<file path="src/rtl/mem_arbiter.sv">
// mem_arbiter: N-port round-robin arbiter in front of a single backing-memory
// port with a fixed read latency. One transaction is in flight at a time.
//
// Ports
//   i_clock, i_reset        clock; synchronous active-high reset
//   i_req_valid/write       per-port request and direction (1 = write)
//   i_req_addr/wdata        per-port address/data, port i in slice i
//   o_stall                 per-port stall (request pending and not completing)
//   o_mem_read/write        one-cycle strobes to backing memory
//   o_mem_addr/wdata        latched address/data of the granted request
//   i_mem_rdata             read data, valid LATENCY cycles after o_mem_read
//   o_done, o_resp_port     one-cycle completion pulse and completed port index
//   o_resp_data             data of the last completed read (held)
module mem_arbiter #(
    parameter int N_PORTS    = 2,
    parameter int ADDR_WIDTH = 32,
    parameter int DATA_WIDTH = 32,
    parameter int LATENCY    = 2
) (
    input  logic                               i_clock,
    input  logic                               i_reset,
    input  logic [N_PORTS-1:0]                 i_req_valid,
    input  logic [N_PORTS-1:0]                 i_req_write,
    input  logic [N_PORTS*ADDR_WIDTH-1:0]      i_req_addr,
    input  logic [N_PORTS*DATA_WIDTH-1:0]      i_req_wdata,
    output logic [N_PORTS-1:0]                 o_stall,
    output logic                               o_mem_read,
    output logic                               o_mem_write,
    output logic [ADDR_WIDTH-1:0]              o_mem_addr,
    output logic [DATA_WIDTH-1:0]              o_mem_wdata,
    input  logic [DATA_WIDTH-1:0]              i_mem_rdata,
    output logic                               o_done,
    output logic [$clog2(N_PORTS)-1:0]         o_resp_port,
    output logic [DATA_WIDTH-1:0]              o_resp_data
);
    localparam int PW = $clog2(N_PORTS);
    localparam int CW = $clog2(LATENCY + 1);

    localparam logic [1:0] S_IDLE  = 2'd0;
    localparam logic [1:0] S_ISSUE = 2'd1;
    localparam logic [1:0] S_WAIT  = 2'd2;
    localparam logic [1:0] S_DONE  = 2'd3;

    logic [1:0]            r_state;
    logic [PW-1:0]         r_rr_ptr;
    logic [PW-1:0]         r_port;
    logic                  r_write;
    logic [CW-1:0]         r_cnt;
    logic                  r_mem_read;
    logic                  r_mem_write;
    logic [ADDR_WIDTH-1:0] r_mem_addr;
    logic [DATA_WIDTH-1:0] r_mem_wdata;
    logic                  r_done;
    logic [DATA_WIDTH-1:0] r_resp_data;

    logic                  w_any;
    logic [PW-1:0]         w_grant;
    logic [PW-1:0]         w_rr_next;

    // Search rr_ptr, rr_ptr+1, ... (mod N_PORTS). Walking the offsets from
    // the far end lets the smallest offset overwrite, so it wins.
    always_comb begin
        logic [PW-1:0] idx;
        w_any   = 1'b0;
        w_grant = '0;
        idx     = '0;
        for (int k = N_PORTS - 1; k >= 0; k--) begin
            idx = PW'((int'(r_rr_ptr) + k) % N_PORTS);
            if (i_req_valid[idx]) begin
                w_any   = 1'b1;
                w_grant = idx;
            end
        end
    end

    assign w_rr_next = (w_grant == PW'(N_PORTS - 1)) ? '0 : w_grant + 1'b1;

    always_comb begin
        o_stall = i_req_valid;
        for (int i = 0; i < N_PORTS; i++)
            o_stall[i] = i_req_valid[i] && !(r_done && (r_port == PW'(i)));
    end

    always_ff @(posedge i_clock) begin
        if (i_reset) begin
            r_state     <= S_IDLE;
            r_rr_ptr    <= '0;
            r_port      <= '0;
            r_write     <= 1'b0;
            r_cnt       <= '0;
            r_mem_read  <= 1'b0;
            r_mem_write <= 1'b0;
            r_mem_addr  <= '0;
            r_mem_wdata <= '0;
            r_done      <= 1'b0;
            r_resp_data <= '0;
        end else begin
            // Strobes and done are single-cycle pulses unless set below.
            r_mem_read  <= 1'b0;
            r_mem_write <= 1'b0;
            r_done      <= 1'b0;
            case (r_state)
                S_IDLE: begin
                    if (w_any) begin
                        r_port      <= w_grant;
                        r_write     <= i_req_write[w_grant];
                        r_mem_addr  <= i_req_addr[w_grant*ADDR_WIDTH +: ADDR_WIDTH];
                        r_mem_wdata <= i_req_wdata[w_grant*DATA_WIDTH +: DATA_WIDTH];
                        // Strobe is registered so it is visible during ISSUE.
                        r_mem_read  <= !i_req_write[w_grant];
                        r_mem_write <= i_req_write[w_grant];
                        r_rr_ptr    <= w_rr_next;
                        r_state     <= S_ISSUE;
                    end
                end
                S_ISSUE: begin
                    if (r_write) begin
                        r_done  <= 1'b1;
                        r_state <= S_DONE;
                    end else begin
                        r_cnt   <= CW'(LATENCY);
                        r_state <= S_WAIT;
                    end
                end
                S_WAIT: begin
                    r_cnt <= r_cnt - 1'b1;
                    // Count of 1 lines up with the LATENCY-th cycle after the strobe.
                    if (r_cnt == CW'(1)) begin
                        r_resp_data <= i_mem_rdata;
                        r_done      <= 1'b1;
                        r_state     <= S_DONE;
                    end
                end
                default: r_state <= S_IDLE;
            endcase
        end
    end

    assign o_mem_read  = r_mem_read;
    assign o_mem_write = r_mem_write;
    assign o_mem_addr  = r_mem_addr;
    assign o_mem_wdata = r_mem_wdata;
    assign o_done      = r_done;
    assign o_resp_port = r_port;
    assign o_resp_data = r_resp_data;

endmodule

</file>
<file path="config.mk">
export PLATFORM = sky130hd
export DESIGN_NAME = mem_arbiter
export DESIGN_NICKNAME = d
export VERILOG_FILES = /design/src/rtl/mem_arbiter.sv
export SDC_FILE = /design/constraint.sdc
export NUM_CORES = 1
export LEC_CHECK = 0
export CAP_MARGIN = 20
export CELL_PAD_IN_SITES_DETAIL_PLACEMENT = 1
export CELL_PAD_IN_SITES_GLOBAL_PLACEMENT = 1
export CORE_AREA = 2 2 166 119
export DETAILED_ROUTE_END_ITERATION = 16
export DIE_AREA = 0 0 168 121
export PLACE_DENSITY = 0.7
export SLEW_MARGIN = 0
export SYNTH_ARGS = -nofsm -noshare
export SYNTH_HDL_FRONTEND = slang
export SYNTH_SLANG_ARGS = --single-unit
</file>
<file path="constraint.sdc">
create_clock -name i_clock -period 1.45 [get_ports i_clock]
set_input_delay 0.29 -clock i_clock [delete_from_list [all_inputs] [get_ports i_clock]]
set_output_delay 0.29 -clock i_clock [all_outputs]
set_load 0.05 [all_outputs]
</file>
After elaboration in Yosys (flattened, before gate mapping)
Cells that the tools add are included.

storage, ports and cells
  register bits = 106
  bits of input ports = 166
  word-level logic and storage cells = 62

operators by class
  $add $sub $neg = 3
  order comparisons = 3
  eq/ne operators = 6
  shifts and indexed selects = 2
  muxes and demuxes = 20
  bitwise logic cells = 3
  reductions and logical operators = 14

operators with widths
  operator                                             count
  variable part select 64 x 7 -> 32 bit                2
  two-way mux 1 bit                                    14
  AND reduction 2 bit                                  4
  < comparator 1 x 2 -> 1 bit (second input constant)  3
  two-way mux 2 bit                                    3
  != test 2 bit (second input constant)                3
  case mux 2 bit (3 select lines)                      1
  == test 2 x 1 -> 1 bit (second input constant)       2
  logical AND 1 bit                                    4
  case mux 2 bit (2 select lines)                      1
  zero test 1 bit                                      3
  inverter 1 bit                                       3
  OR reduction 3 bit                                   1
  adder 1 bit (second input constant)                  2
  == test 2 bit (second input constant)                1
  zero test 2 bit                                      1
  case mux 1 bit (2 select lines)                      1
  nonzero test 2 bit                                   1
  subtractor 2 x 1 -> 2 bit (second input constant)    1

Logic depth before layout (Yosys ltp)
Gate-level depths: netlist of the first run.

  depth after elaboration = 8
  depth in mapped cells = 7

Worst setup path after synthesis of the first run
OpenSTA, ideal clock, no wires.

  path kind = reg-to-output
  start = register r_port (netlist: o_resp_port)
  end = output port o_stall[0]
  data arrival time = 1,849 ps
  path slack = -689 ps
  stages on the path, launching flop included = 3
  buffers on the path = 0
  path through = dfxtp_1 inv_1 a21boi_0

between the ends
  longest elaborated chain between the ends = 4

ends and longest elaborated chain
  element                   line  RTL
  start: declaration        46    logic [PW-1:0] r_port;
  start signal: assignment  105   r_port <= w_grant;
  inverter 1 bit            81    o_stall[i] = i_req_valid[i] && !(r_done && (r_port == PW'(i)));
  logical AND 1 bit         81
  zero test 1 bit           81
  logical AND 1 bit         81
  end: declaration          26    output logic [N_PORTS-1:0] o_stall,

No other way between the ends.

Worst setup path in the final report of the first run
  start = register r_state[1]
  end = register r_mem_addr[12] (netlist: o_mem_addr[12])

between the ends
  longest elaborated chain between the ends = 2

ends and longest elaborated chain
  element                               line  RTL
  start: declaration                    44    logic [1:0] r_state;
  start signal: assignment              86    r_state <= S_IDLE;
  start signal: assignment              113   r_state <= S_ISSUE;
  start signal: assignment              119   r_state <= S_DONE;
  zero test 2 bit                       102   case (r_state)
  AND reduction 2 bit (no source line)  --
  end signal: assignment                107   r_mem_addr <= i_req_addr[w_grant*ADDR_WIDTH +: ADDR_WIDTH];
  end: declaration                      51    logic [ADDR_WIDTH-1:0] r_mem_addr;

No other way between the ends.
A chain may end at the register's enable or synchronous reset.

==> results.json, run 1 <==
{
  "cts_buffers": 9,
  "routed_wl_um": 18900,
  "outcome": "finished, violations left",
  "start_kind": "flop",
  "remaining_drc_errors": 0,
  "htree_levels": 3,
  "synth-seq-cells": 106,
  "cts_sinks": 106,
  "cp_data_required_time_ns": 1.68,
  "placed_area_mm2": 0.00828,
  "synth_top_area_share": 0.501,
  "fin_crit_ns": 1.53,
  "r2r_setup_slack_ns": -0.08,
  "drive_above_1_share": 0.262,
  "arrival_ns": 1.76,
  "netlist_instances": 419,
  "clock_skew_ns": 0.00723,
  "wl_per_cell_um": 19.9,
  "n_fill_cell": 1932,
  "maxCapViolCount": 0,
  "clkLatencyLatePin_ns": 0.35,
  "min_path_type": "in2reg",
  "synth_warnings": 0,
  "syn_area_mm2": 0.00424,
  "tightest_slew_ns": 0.354,
  "vdd_drop_max_mv": 0.732,
  "nets": 871,
  "grt-ovfl-total": 0,
  "antenna_cells": 0,
  "cts-root-buf": "clkbuf_16",
  "reg2reg_depth": 7,
  "track_usage": 0.171,
  "whs_path_depth": 2,
  "die_x_um": 168,
  "violations": "setup timing",
  "worstSetupPathType": "reg2reg",
  "rows": 42,
  "core-area_mm2": 0.0187,
  "dp_cells": 913,
  "rsz0062_at_grt": "true",
  "max_freq_ghz": 0.654,
  "fin_ws_ns": -0.0801,
  "gp_congestion": 0.747,
  "grt_pass1_wl_um": 27200,
  "final_cell_count_no_fill": 947,
  "first_pass_iters": 4,
  "yosysSeqAreaShare": 0.501,
  "powerDensity_mw_per_mm2": 1570,
  "synthTopCellsByCount": "dfxtp_1 (106), nand2_1 (69), nor3b_1 (65)",
  "postLayoutCoreUtil": 0.480,
  "maxSlewViolCount": 0,
  "setup_viol": 64,
  "critPathMaxStageDelay_ns": 0.36,
  "dp_hpwl_um": 12800,
  "syn_area_per_cell_um2": 10.1,
  "viasPerCell": 4.81,
  "total_power_uw": 14000,
  "async_flop_share": 0,
  "cts_buffer_depth": 2,
  "cts_tree": "yes",
  "path_clk_slew_ns": 0.07,
  "leakagePower_uw": 0.00333,
  "worstHoldStart": "i_reset",
  "initial_utilization": 0.227,
  "drt_iter0_drc": 198,
  "synth_edf_count": 0,
  "r2r_start": "r_state[1]",
  "ant_nets": 0,
  "timing.final.crit_share": 1.06,
  "slowest_stage": "a221o_1",
  "whs_endpoint": "r_rr_ptr",
  "vias": 4558,
  "syn_to_final_growth_pct": 112,
  "antenna_found_initial": 0,
  "yosys.cell_types.count": 31,
  "synthTopCellsByArea": "dfxtp_1 (50%), a221o_1 (15%), nor3b_1 (12%)",
  "cp_max_fo": 19,
  "hold_viol": 0,
  "synth_most_common_cell": "dfxtp_1",
  "io_pins": 268,
  "die_h_um": 121,
  "port-buffer-count": 267,
  "grt_pass1_vias": 4972,
  "crit_path_end_kind": "flop",
  "rr_endpoint": "o_mem_addr[12]",
  "synthFlopType": "dfxtp_1",
  "synth.largest_area_cell": "dfxtp_1",
  "path_cells": "inv_2 > ha_4 > nand2_2 > nor3_4 > buf_12 > clkbuf_16 > a221o_1",
  "max_slew_margin": 0.764,
  "grt_max_degree": 74,
  "dieArea_mm2": 0.0203,
  "synth_nets": 590,
  "final_area_mm2": 0.00896
}
-- registers in the layout, summed over array words and instances, names as in the netlist --
name / count
o_done: 1
o_mem_read: 1
o_mem_write: 1
o_resp_data: 32
r_cnt: 2
o_mem_wdata: 32
r_state: 2
o_resp_port: 1
r_rr_ptr: 1
r_write: 1
o_mem_addr: 32
-- worst max path at each step --
stage                               from         endpoint  slack [ns]
final                         r_state[1]   o_mem_addr[12]       -0.08
after floorplan              o_resp_port       o_stall[0]       -0.11
after detailed placement  i_req_valid[0]  o_mem_wdata[22]       -0.51
after global placement    i_req_valid[0]   o_mem_addr[30]       -0.46
after global routing          r_state[0]   o_mem_wdata[4]       -0.13
after CTS                     r_state[1]  o_mem_wdata[22]       -0.11
-- placed cells by master, fill, tap and decap left out, types with 2 or more instances in the layout --
master / count
a21boi_2: 2
a21oi_1: 35
a21oi_2: 2
a221o_1: 64
a311oi_1: 2
buf_12: 112
buf_4: 22
buf_6: 2
buf_8: 2
clkbuf_16: 14
clkdlybuf4s50_1: 162
clkinv_2: 2
dfxtp_1: 103
dfxtp_2: 2
ha_1: 2
ha_4: 3
inv_1: 4
inv_2: 2
inv_6: 2
nand2_1: 66
nand2_2: 2
nand2b_1: 3
nand3b_1: 2
nor2_1: 4
nor3b_1: 65
-- cell type report --
class	instances	area (um2)	share of cell area
clock inverter	7	76.3	0.00852
inverter	6	22.5	0.00251
multi-input combinational	269	1960	0.219
timing repair buffer	308	4250	0.474
clock buffer	9	225	0.0251
tap	242	303	0.0338
sequential	106	2130	0.238
-- through the flow --
stage	setup TNS (ns)	hold slack (ns)	setup WS, ns
after detailed placement	-32.22	0.492	-0.508
after CTS	-4.59	0.230	-0.109
after floorplan	-0.111	0.426	-0.111
after global routing	-7.03	0.248	-0.131
final	-2.82	0.250	-0.0801
after global placement	-29.72	0.472	-0.459
-- what timing repair did --
item	CTS	global route
setup endpoints to repair	68	103
hold buffers	0	0
resized for setup	23	12
hold endpoints to repair	0	0
buffers inserted	8	4
gates cloned	2	6
pin swaps	3	8
-- per-layer routing --
| layer | global-route usage | wire [um] | vias to the layer above |
|---|---|---|---|
| met1 | 0.199 | 7970 | 2272 |
| met2 | 0.309 | 9410 | 158 |
| li1 | - | - | 2109 |
| met5 | 0 | 0 | - |
| met4 | 0.0429 | 243 | 0 |
| met3 | 0.0496 | 1260 | 19 |
-- cells by family (layout without fill, tap and decap cells) --
kind of cell	after synthesis	count (layout)	share of synthesized area
flip-flops	106	106	0.501
AND/OR/NAND/NOR	150	150	0.202
adder cells (fa/ha/maj)	5	5	0.0148
AO/OA/AOI/OAI	114	114	0.220
buffers and inverters	44	330	0.0623
-- critical path, delay by kind of cell (launching register included) --
kind / cells / cell delay [ns]
AO/OA/AOI/OAI: 1 / 0.36
adder cells (fa/ha/maj): 1 / 0.18
buffers and inverters: 3 / 0.37
flip-flops: 1 / 0.34
AND/OR/NAND/NOR: 2 / 0.15
-- power breakdown --
part	leakage, uW	switching (uW)	internal, uW
Combinational	0.00231	3590	3750
Clock	0.000148	1190	1360
Sequential	0.000869	611	3530
Total	0.00333	5390	8640
No activity file was read; power rests on OpenSTA's default activity.
==> run 2: changes to the inputs <==
--- a/config.mk
+++ b/config.mk
@@ -11,6 +11,7 @@
 export CORE_AREA = 2 2 166 119
 export DETAILED_ROUTE_END_ITERATION = 16
 export DIE_AREA = 0 0 168 121
+export MAX_ROUTING_LAYER = met4
 export PLACE_DENSITY = 0.7
 export SLEW_MARGIN = 0
 export SYNTH_ARGS = -nofsm -noshare
==> run 2 against run 1 <==
The run still ends with setup timing left. Count of clock-buffer cells in the layout unchanged. Critical path depth unchanged. Combinational power down 0.7%. Largest power group unchanged. Clock skew up 0.0010 ns. Register-to-register slack is essentially flat. First-iteration DRC count increased by 26%. Final cell count decreased by 0.11%. Total power down 0.31%. Wire length fell by 0.99%.
==> results.json, run 2 (same netlist as run 1, synthesis figures left out) <==
{
  "outcome": "finished, violations left",
  "violations": "setup timing",
  "layout_common_cells": "clkdlybuf4s50_1 (162), buf_12 (112), dfxtp_1 (103), nand2_1 (66), nor3b_1 (65)",
  "crit_path_end_kind": "flop",
  "timing.final.crit_share": 1.05,
  "cts-root-buf": "clkbuf_16",
  "syn_to_final_growth_pct": 111,
  "maxSlewViolCount": 0,
  "cts_sinks": 106,
  "grt_pass1_wl_um": 27000,
  "rsz0062_at_grt": "true",
  "tightest_slew_ns": 0.351,
  "grt-ovfl-total": 0,
  "drive_above_1_share": 0.261,
  "worstSetupPathType": "reg2reg",
  "vdd_drop_max_mv": 0.735,
  "gp_congestion": 0.756,
  "port-buffer-count": 267,
  "core-area_mm2": 0.0187,
  "rr_endpoint": "o_mem_addr[12]",
  "die_x_um": 168,
  "fin_crit_ns": 1.53,
  "die_h_um": 121,
  "total_power_uw": 14000,
  "drt_iter0_drc": 249,
  "antenna_cells": 0,
  "dieArea_mm2": 0.0203,
  "whs_path_depth": 2,
  "nets": 870,
  "max_freq_ghz": 0.654,
  "cts_buffers": 9,
  "crit_end": "o_mem_addr[12]",
  "max_slew_margin": 0.766,
  "leakagePower_uw": 0.00332,
  "cp_max_fo": 19,
  "routed_wl_um": 18700,
  "holdWs_ns": 0.249,
  "cp_data_required_time_ns": 1.69,
  "first_pass_iters": 4,
  "rows": 42,
  "arrival_ns": 1.76,
  "clock_skew_ns": 0.00825,
  "grt_max_degree": 74,
  "viasPerCell": 4.82,
  "setup_viol": 64,
  "cts_tree": "yes",
  "vias": 4555,
  "grt_pass1_vias": 4994,
  "hold_viol": 0,
  "r2r_start": "r_state[1]",
  "ant_nets": 0,
  "layout_commonest_cell": "clkdlybuf4s50_1",
  "track_usage": 0.176,
  "antenna_found_initial": 0,
  "start_kind": "flop",
  "cts_hold_buf": 0,
  "path_clk_slew_ns": 0.07,
  "reg2reg_depth": 7,
  "remaining_drc_errors": 0,
  "min_path_type": "in2reg",
  "crit_start": "r_state[1]",
  "initial_utilization": 0.227,
  "r2r_setup_slack_ns": -0.08,
  "cts_buffer_depth": 2,
  "powerDensity_mw_per_mm2": 1560,
  "wl_per_cell_um": 19.8,
  "maxCapViolCount": 0,
  "io_pins": 268,
  "htree_levels": 3,
  "dp_hpwl_um": 12800,
  "fin_ws_ns": -0.0781,
  "clkLatencyLatePin_ns": 0.35
}
-- run 2: per-layer routing --
layer | up-vias | GRT usage | wire (um)
met5 | - | - | 0
met4 | 0 | 0.0429 | 221
met3 | 17 | 0.0398 | 931
met2 | 159 | 0.308 | 9350
met1 | 2271 | 0.206 | 8200
li1 | 2108 | - | -
-- run 2: worst max-delay path, stage by stage (launching register included) --
cell and delay (ns):
dfxtp_2 0.34, inv_2 0.05, ha_4 0.18, nand2_2 0.10, nor3_4 0.05, buf_12 0.14
clkbuf_16 0.18, a221o_1 0.35
-- run 2: timing repair --
action | CTS | global route
cloned | 2 | 5
pin swaps | 3 | 8
endpoints found under the setup margin | 68 | 103
gates resized for setup | 23 | 11
setup buffers | 8 | 4
-- run 2: final cells by class --
cell class / instances / area [um2]
Clock buffer: 9 / 225
Clock inverter: 7 / 76.3
Fill cell: 1929 / 9710
Inverter: 6 / 22.5
Multi-Input combinational cell: 269 / 1960
Sequential cell: 106 / 2130
Tap cell: 242 / 303
Timing Repair Buffer: 307 / 4230
-- run 2: through the flow --
step	cell area (um2)	TNS, ns	instances	utilization	setup WS (ns)
finish	8950	-3.08	946	0.480	-0.0781
global route	8950	-7.02	946	0.480	-0.130
CTS	8770	-4.59	939	0.470	-0.109
detailed placement	8280	-32.22	913	0.444	-0.508
global placement	8280	-29.72	913	0.444	-0.459
floorplan	4270	-0.111	419	-	-0.111
-- run 2: worst min-delay path by stage --
| stage | from | endpoint |
|---|---|---|
| global placement | r_cnt[0] | r_cnt[0] |
| finish | i_reset | r_rr_ptr |
| floorplan | i_mem_rdata[0] | o_resp_data[0] |
| CTS | i_reset | r_rr_ptr |
| global route | i_reset | r_rr_ptr |
| detailed placement | o_resp_data[1] | o_resp_data[1] |
-- run 2: power by group --
part	total (uW)	internal (uW)	switching (uW)	leakage (uW)
combinational	7290	3720	3570	0.00230
clock	2560	1360	1200	0.000148
sequential	4140	3530	610	0.000869
